<file path="config.mk">
export PLATFORM = sky130hd
export DESIGN_NAME = tag_nios_system_sysid_arbiter_flat
export DESIGN_NICKNAME = d
export VERILOG_FILES = /design/src/rtl/tag_nios_system_sysid_arbiter_if.sv /design/src/rtl/tag_nios_system_sysid_arbiter.sv /design/src/flat_wrapper.sv
export SDC_FILE = /design/constraint.sdc
export NUM_CORES = 1
export LEC_CHECK = 0
export CAP_MARGIN = 10
export CORE_UTILIZATION = 49
export DETAILED_ROUTE_END_ITERATION = 16
export GPL_ROUTABILITY_DRIVEN = 0
export GPL_TIMING_DRIVEN = 0
export PLACE_DENSITY = 0.82
export SLEW_MARGIN = 20
export SYNTH_ARGS = -nofsm -noshare
export SYNTH_HDL_FRONTEND = slang
export SYNTH_SLANG_ARGS = --single-unit
</file>
<file path="constraint.sdc">
create_clock -name clock -period 2.5 [get_ports clock]
set_input_delay 0.375 -clock clock [delete_from_list [all_inputs] [get_ports clock]]
set_output_delay 0.375 -clock clock [all_outputs]
set_load 0.01 [all_outputs]
</file>
<file path="src/rtl/tag_nios_system_sysid_arbiter_if.sv">
// Bus bundle between two Avalon-MM pipelined read masters, the round-robin
// arbiter and the shared 32-bit read-only ID/status slave.
`timescale 1ns/1ps
interface tag_nios_system_sysid_arbiter_if #(
    parameter int CNT_WIDTH = 16
);
    logic                 m0_read;
    logic                 m0_address;
    logic                 m0_waitrequest;
    logic [31:0]          m0_readdata;
    logic                 m0_readdatavalid;
    logic                 m1_read;
    logic                 m1_address;
    logic                 m1_waitrequest;
    logic [31:0]          m1_readdata;
    logic                 m1_readdatavalid;
    logic                 s_address;
    logic [31:0]          s_readdata;
    logic [CNT_WIDTH-1:0] m0_grant_count;
    logic [CNT_WIDTH-1:0] m1_grant_count;

    // Arbiter side
    modport slave (
        input  m0_read, m0_address, m1_read, m1_address, s_readdata,
        output m0_waitrequest, m0_readdata, m0_readdatavalid,
        output m1_waitrequest, m1_readdata, m1_readdatavalid,
        output s_address, m0_grant_count, m1_grant_count
    );

    // Environment side: the two masters plus the shared slave
    modport master (
        output m0_read, m0_address, m1_read, m1_address, s_readdata,
        input  m0_waitrequest, m0_readdata, m0_readdatavalid,
        input  m1_waitrequest, m1_readdata, m1_readdatavalid,
        input  s_address, m0_grant_count, m1_grant_count
    );
endinterface

</file>
<file path="src/rtl/tag_nios_system_sysid_arbiter.sv">
// Two-master round-robin arbiter in front of a fixed-latency read-only slave.
// At most one read is granted per cycle; a {valid, owner} tag follows each
// grant down a pipeline and steers the returned slave data to its owner.
`timescale 1ns/1ps
module tag_nios_system_sysid_arbiter #(
    parameter int SLAVE_LATENCY = 0,
    parameter int CNT_WIDTH     = 16
) (
    input  logic                              clock,
    input  logic                              reset,
    tag_nios_system_sysid_arbiter_if.slave    bus
);

    if (SLAVE_LATENCY < 0 || SLAVE_LATENCY > 3) begin : g_bad_latency
        $error("SLAVE_LATENCY must be in 0..3");
    end

    typedef struct packed {
        logic vld;
        logic id;
    } tag_t;

    localparam logic [CNT_WIDTH-1:0] CNT_MAX = '1;

    logic                 last_grant_q, last_grant_d;
    logic                 s_addr_q, s_addr_d;
    logic                 grant0, grant1;
    tag_t                 cur_tag, data_tag;
    logic [31:0]          rd0_q, rd1_q;
    logic                 rdv0_q, rdv1_q;
    logic [CNT_WIDTH-1:0] cnt0_q, cnt0_d, cnt1_q, cnt1_d;

    // Arbitration, slave address steering and next-state for counters
    always_comb begin
        grant0 = 1'b0;
        grant1 = 1'b0;
        if (!reset) begin
            if (bus.m0_read && (!bus.m1_read || last_grant_q)) begin
                grant0 = 1'b1;
            end else if (bus.m1_read) begin
                grant1 = 1'b1;
            end
        end

        last_grant_d = last_grant_q;
        s_addr_d     = s_addr_q;
        if (grant0) begin
            last_grant_d = 1'b0;
            s_addr_d     = bus.m0_address;
        end else if (grant1) begin
            last_grant_d = 1'b1;
            s_addr_d     = bus.m1_address;
        end

        cur_tag.vld = grant0 | grant1;
        cur_tag.id  = grant1;

        cnt0_d = cnt0_q;
        if (grant0 && cnt0_q != CNT_MAX) begin
            cnt0_d = cnt0_q + 1'b1;
        end
        cnt1_d = cnt1_q;
        if (grant1 && cnt1_q != CNT_MAX) begin
            cnt1_d = cnt1_q + 1'b1;
        end
    end

    // Tag pipeline: stage 0 is the live grant, SLAVE_LATENCY registered stages follow
    if (SLAVE_LATENCY == 0) begin : g_lat0
        always_comb data_tag = cur_tag;
    end else begin : g_pipe
        localparam int TW = 2 * SLAVE_LATENCY;
        tag_t [SLAVE_LATENCY-1:0] tag_q;

        // Shift tags one stage per cycle; reset discards every in-flight read
        always_ff @(posedge clock) begin
            if (reset) begin
                tag_q <= '0;
            end else begin
                tag_q <= TW'({tag_q, cur_tag});
            end
        end

        always_comb data_tag = tag_q[SLAVE_LATENCY-1];
    end

    // Arbiter state, counters and data return to the owning master
    always_ff @(posedge clock) begin
        if (reset) begin
            last_grant_q <= 1'b1;
            s_addr_q     <= 1'b0;
            cnt0_q       <= '0;
            cnt1_q       <= '0;
            rdv0_q       <= 1'b0;
            rdv1_q       <= 1'b0;
            rd0_q        <= '0;
            rd1_q        <= '0;
        end else begin
            last_grant_q <= last_grant_d;
            s_addr_q     <= s_addr_d;
            cnt0_q       <= cnt0_d;
            cnt1_q       <= cnt1_d;
            rdv0_q       <= data_tag.vld & ~data_tag.id;
            rdv1_q       <= data_tag.vld &  data_tag.id;
            if (data_tag.vld && !data_tag.id) begin
                rd0_q <= bus.s_readdata;
            end
            if (data_tag.vld && data_tag.id) begin
                rd1_q <= bus.s_readdata;
            end
        end
    end

    assign bus.m0_waitrequest   = bus.m0_read & ~grant0;
    assign bus.m1_waitrequest   = bus.m1_read & ~grant1;
    assign bus.s_address        = s_addr_d;
    assign bus.m0_readdata      = rd0_q;
    assign bus.m1_readdata      = rd1_q;
    assign bus.m0_readdatavalid = rdv0_q;
    assign bus.m1_readdatavalid = rdv1_q;
    assign bus.m0_grant_count   = cnt0_q;
    assign bus.m1_grant_count   = cnt1_q;

endmodule

</file>
<file path="src/flat_wrapper.sv">
// flat-port wrapper written by rule: the top's interface ports become plain ports
module tag_nios_system_sysid_arbiter_flat 
#(
    parameter int SLAVE_LATENCY = 0,
    parameter int CNT_WIDTH     = 16
)
  (clock, reset, bus_m0_read, bus_m0_address, bus_m1_read, bus_m1_address, bus_s_readdata, bus_m0_waitrequest, bus_m0_readdata, bus_m0_readdatavalid, bus_m1_waitrequest, bus_m1_readdata, bus_m1_readdatavalid, bus_s_address, bus_m0_grant_count, bus_m1_grant_count);
  tag_nios_system_sysid_arbiter_if #(.CNT_WIDTH(CNT_WIDTH)) bus_i ();
  input  logic clock;
  input  logic reset;
  input wire logic [$bits(bus_i.m0_read)-1:0] bus_m0_read;
  input wire logic [$bits(bus_i.m0_address)-1:0] bus_m0_address;
  input wire logic [$bits(bus_i.m1_read)-1:0] bus_m1_read;
  input wire logic [$bits(bus_i.m1_address)-1:0] bus_m1_address;
  input wire logic [$bits(bus_i.s_readdata)-1:0] bus_s_readdata;
  output wire logic [$bits(bus_i.m0_waitrequest)-1:0] bus_m0_waitrequest;
  output wire logic [$bits(bus_i.m0_readdata)-1:0] bus_m0_readdata;
  output wire logic [$bits(bus_i.m0_readdatavalid)-1:0] bus_m0_readdatavalid;
  output wire logic [$bits(bus_i.m1_waitrequest)-1:0] bus_m1_waitrequest;
  output wire logic [$bits(bus_i.m1_readdata)-1:0] bus_m1_readdata;
  output wire logic [$bits(bus_i.m1_readdatavalid)-1:0] bus_m1_readdatavalid;
  output wire logic [$bits(bus_i.s_address)-1:0] bus_s_address;
  output wire logic [$bits(bus_i.m0_grant_count)-1:0] bus_m0_grant_count;
  output wire logic [$bits(bus_i.m1_grant_count)-1:0] bus_m1_grant_count;
  assign bus_i.m0_read = bus_m0_read;
  assign bus_i.m0_address = bus_m0_address;
  assign bus_i.m1_read = bus_m1_read;
  assign bus_i.m1_address = bus_m1_address;
  assign bus_i.s_readdata = bus_s_readdata;
  assign bus_m0_waitrequest = bus_i.m0_waitrequest;
  assign bus_m0_readdata = bus_i.m0_readdata;
  assign bus_m0_readdatavalid = bus_i.m0_readdatavalid;
  assign bus_m1_waitrequest = bus_i.m1_waitrequest;
  assign bus_m1_readdata = bus_i.m1_readdata;
  assign bus_m1_readdatavalid = bus_i.m1_readdatavalid;
  assign bus_s_address = bus_i.s_address;
  assign bus_m0_grant_count = bus_i.m0_grant_count;
  assign bus_m1_grant_count = bus_i.m1_grant_count;
  tag_nios_system_sysid_arbiter #(.SLAVE_LATENCY(SLAVE_LATENCY), .CNT_WIDTH(CNT_WIDTH)) u_core (.clock(clock), .reset(reset), .bus(bus_i));
endmodule
</file>
; Yosys cells after proc, flatten, opt, wreduce, memory -nomap -nowiden
; Cells that the tools add are included.
[word_totals]
ff_bits = 100
out_inout_bits = 101
wordCells = 37
[classes]
n_addsub = 2
n_eq_ne = 2
muxes = 9
bitwise_logic = 7
n_reduce_logical = 9
[ops]
columns = op, count
row1 = $add 16x1->16 const B, 2
row2 = $ne 16x16->1 const B, 2
row3 = $mux 1, 9
row4 = $logic_and 1x1->1, 5
row5 = $and 1x1->1, 4
row6 = $logic_not 1->1, 2
row7 = $not 1->1, 2
row8 = $reduce_bool 2->1, 1
row9 = $logic_or 1x1->1, 1
row10 = $or 1x1->1, 1

; Depth between registers and ports, before layout
[logic_depth]
depth_word = 7
mapped_depth = 7
ltp_nobuf = 5

; Worst setup path after synthesis
; OpenSTA, ideal clock, no wires.
[synth_timing]
path_type = register to register
from = register u_core.cnt1_q[0] (netlist: u_core.bus.m1_grant_count[0])
to = register u_core.cnt1_q[12] (netlist: u_core.bus.m1_grant_count[12])
setup_time_ns = 0.070
arrival_ns = 1.695
setup_slack_ns = 0.734
path_stages_with_launch = 7
period_less_slack_ns = 1.766
cell_sequence = dfxtp_1 -> ha_1 -> and3_1 -> nand3_1 -> clkbuf_1 -> or4_1 -> a21oi_1
[synth_between]
elab_chain_cells = 2
elab_cells_between_ends = 3
cone_classes = add/sub: 1 / eq/ne: 1 / reduce/logical: 1
[synth_lines]
columns = element, line_no
row1 = start: declaration, tag_nios_system_sysid_arbiter.sv:31  ; logic [CNT_WIDTH-1:0] cnt0_q, cnt0_d, cnt1_q, cnt1_d;
row2 = start signal: assignment, tag_nios_system_sysid_arbiter.sv:102  ; cnt1_q <= cnt1_d;
row3 = "parallel branches: the longest is 2 deep, another holds $add 16x1->16", -
; Several ways; the timed one is not identified.
; A chain may end at the register's enable or synchronous reset.

; Worst setup path in the final report
[layout_timing]
from = input port bus_m1_read
to = output port bus_m1_waitrequest
[layout_between]
elab_chain_cells = 7
elab_cells_between_ends = 8
cone_classes = mux: 3 / bitwise: 2 / reduce/logical: 3
[layout_lines]
columns = element, line_no
row1 = start: declaration, flat_wrapper.sv:13  ; input wire logic [$bits(bus_i.m1_read)-1:0] bus_m1_read;
row2 = $logic_not 1->1, tag_nios_system_sysid_arbiter.sv:38  ; if (bus.m0_read && (!bus.m1_read || last_grant_q)) begin
row3 = $logic_or 1x1->1, tag_nios_system_sysid_arbiter.sv:38
row4 = $logic_and 1x1->1, tag_nios_system_sysid_arbiter.sv:38
row5 = $mux 1, tag_nios_system_sysid_arbiter.sv:38
row6 = $mux 1, tag_nios_system_sysid_arbiter.sv:37  ; if (!reset) begin
row7 = $not 1->1, tag_nios_system_sysid_arbiter.sv:115  ; assign bus.m1_waitrequest = bus.m1_read & ~grant1;
row8 = $and 1x1->1 (*), tag_nios_system_sysid_arbiter.sv:115
row9 = end: declaration, flat_wrapper.sv:19  ; output wire logic [$bits(bus_i.m1_waitrequest)-1:0] bus_m1_waitrequest;
; Mark *: on every way between the ends. The rest lies on a longest branch, timed or not.

==> metrics.txt <==
Fin Clk Skew=approximately 0.0090 ns; P per Cell Area=551.3 mW/mm2; H-tree Lvls=3; dpl hpwl=~8.4 mm; share of layout cells above drive strength 1=0.06144; number of global-route vias before repair=3,730; final wirelength=11.34 mm; most area-hungry cell type in the Yosys netlist=dfxtp_1; hold wc startpoint=u_core.bus.m0_readdata[28]; TritonRoute pass-1 iters=5; first-pass GRT wire length=17.65 mm; fin crit share=0.9750; Wirelength per Cell=15.06 um; unique cell type count in the Yosys netlist=between 40 and 50; WHS Path Cells=2; diode count=0; most frequent cells in the layout=nand2_1, clkdlybuf4s50_1, dfxtp_1, a21oi_1, nand3_1; CTS tree=built; via count=4,169; clock transition at the registers of the reported paths=0.09 ns; max-slew violations=0; Ys Warns=0; row count=32; CTS root buf=clkbuf_8; worst reg2reg setup slack=~0.52 ns; Main synth FF type=dfxtp_1; Chip Width=93.13 um; leakage=2.228 nW; Worst R2R Path Depth=6; dpl cells=739; Sink Count=100; setup violators final=0; pre-CTS WS=-0.3954 ns; Post-layout nets=686; All-Layer GR Usage=0.2574; Post-Syn Area per Cell=8.154 um2; vias per cell=~5.5; reg2reg end=u_core.bus.m1_grant_count[12]; Max Freq=0.4103 GHz; worst slew pin tran=around 0.63 ns; critical path class=in2out; CTS max path bufs=2; Syn Nets=around 540; Port Buffers=138; maxcap violations=0; largest net degree at the start of global routing=19; fin worst setup slack=0.06261 ns; clock latency on the worst-skew pair=0.37 ns; Hold Path Class=reg2reg; status=complete, no violations; fin crit period=2.437 ns; P&R area growth vs syn=43.39%; most common cell after layout, fill and taps aside=nand2_1; Hold Vio Cnt, Final=0; startpoint types=input pin; cts hold-fix bufs=0; antenna violations before repair=0; relative slew slack=0.5779; Syn Inst Count=499; register area share after synthesis=0.4920; Worst Hold Endpoint=u_core.bus.m0_readdata[28]; Critical Path RT=2.12 ns; Core Area=0.007888 mm2; fin cells=approximately 750; number of synthesized flops with an enable pin=0; r2r startpoint=u_core.bus.m1_grant_count[1]; CP endpoint kind=output port; Initial DRC Count=184; post-route antenna net violation count=0; number of remaining DRC errors=0; share of async-settable or async-resettable flops after synthesis=0; post-synth top area share=0.4920; synthesized area=0.004069 mm2; Initial Util=0.5159; Setup TNS=0 ns; Worst EP arrival=2.06 ns; die height=93.13 um; largest cells by area after synthesis=dfxtp_1, nand2_1, a21oi_1; CTS buffer count=9; Synth Register Bits=100; die footprint=0.008672 mm2; CP Max Fanout=10; # IOs=139; total gr overflow=0; Peak VDD IR=0.0003212 V
-- stage by stage --
stage / cell area (um2) / total power, mW / util / hold slack [ns]
finish: 5834 / 3.217 / 0.7397 / 0.4625
global route: 5834 / 3.340 / 0.7397 / 0.4804
CTS: 5786 / 3.231 / 0.7335 / 0.4624
detailed placement: 5578 / 2.180 / 0.7072 / 0.4459
global placement: 5578 / 2.169 / 0.7072 / 0.4413
floorplan: 4069 / 1.913 / - / 0.4683
-- worst max-delay path by stage --
stage                                       startpoint                       endpoint  slack [ns]  cells after the start
after floorplan           u_core.bus.m1_grant_count[0]  u_core.bus.m1_grant_count[12]        0.73                      6
after global placement                     bus_m1_read                  bus_s_address       -0.37                      8
after detailed placement                   bus_m0_read                  bus_s_address       -0.40                      7
after CTS                                  bus_m0_read                  bus_s_address       -0.08                      6
after global routing                       bus_m1_read             bus_m1_waitrequest      -0.007                      6
final                                      bus_m1_read             bus_m1_waitrequest        0.06                      6
-- cell type report --
cell class,instances,area (um2)
clock buffers,9,123.9
multi-input cells,360,1958
fillers,597,2053
clock inverters,7,80.08
repair buffers,139,1396
plain buffers,27,107.6
inverters,9,38.79
well taps,102,127.6
flip-flops and latches,100,2002
-- worst max-delay path: stages --
cell and delay, ns:
clkdlybuf4s50_1 0.47, nor2b_4 0.16, nand2_2 0.12, buf_2 0.22, and2_1 0.18, clkdlybuf4s50_1 0.54
-- report_power, final --
| part | switching, mW | internal (mW) |
|---|---|---|
| clock | 0.586 | 0.479 |
| combinational | 0.216 | 0.231 |
| sequential | 0.0399 | 1.67 |
| total | 0.842 | 2.37 |
-- per-layer routing --
| metal | vias up | wire length (um) | part of all wire | global-route usage |
|---|---|---|---|---|
| li1 | 2048 | - | - | - |
| met1 | 1963 | 4770 | 0.42 | 0.3136 |
| met2 | 134 | 5581 | 0.49 | 0.4338 |
| met3 | 24 | 708 | 0.062 | 0.06829 |
| met4 | 0 | 277 | 0.024 | 0.09744 |
| met5 | - | 0 | 0 | 0 |
-- synthesized netlist by cell type, types with 2 or more instances --
library cell    n
nor2b_1         6
buf_1           7
dfxtp_1       100
mux2_1          4
nand3_1        43
nand2b_1        2
o31ai_1        10
o41ai_1         6
clkbuf_1       19
o311ai_1        2
nor2_1         13
nor4_1          4
o21ai_0         7
a211oi_1        3
and4_1          6
a31oi_1         2
and2_1          2
inv_1           7
buf_2           4
o311ai_0        2
nand2_1       141
and3_1          4
or3_1           4
nand4_1         9
ha_1            2
nor3_1          7
a21oi_1        50
or4_1          12
mux2i_1         2
inv_2           2
nor4_2          2
-- repair_timing --
item                                    CTS  global route
cloned                                    0             0
resized for setup                         5            12
buffers inserted                          0             1
hold endpoints to repair                  0             0
endpoints found under the setup margin    3             2
-- flip-flops by register name, indices dropped and copies added, names as in the netlist --
| register | count |
|---|---|
| u_core.last_grant_q | 1 |
| u_core.bus.m0_readdatavalid | 1 |
| u_core.s_addr_q | 1 |
| u_core.bus.m1_readdatavalid | 1 |
| u_core.bus.m0_readdata | 32 |
| u_core.bus.m0_grant_count | 16 |
| u_core.bus.m1_grant_count | 16 |
| u_core.bus.m1_readdata | 32 |
-- cells by family after synthesis --
logic type	share of synthesized area
adders and majority gates	0.006149
muxes	0.01599
and+or+nand+nor	0.3173
DFF	0.4920
buffers and inverters	0.03721
AOI/OAI and AO/OA	0.1313
Power figures use the tool's default switching activity.
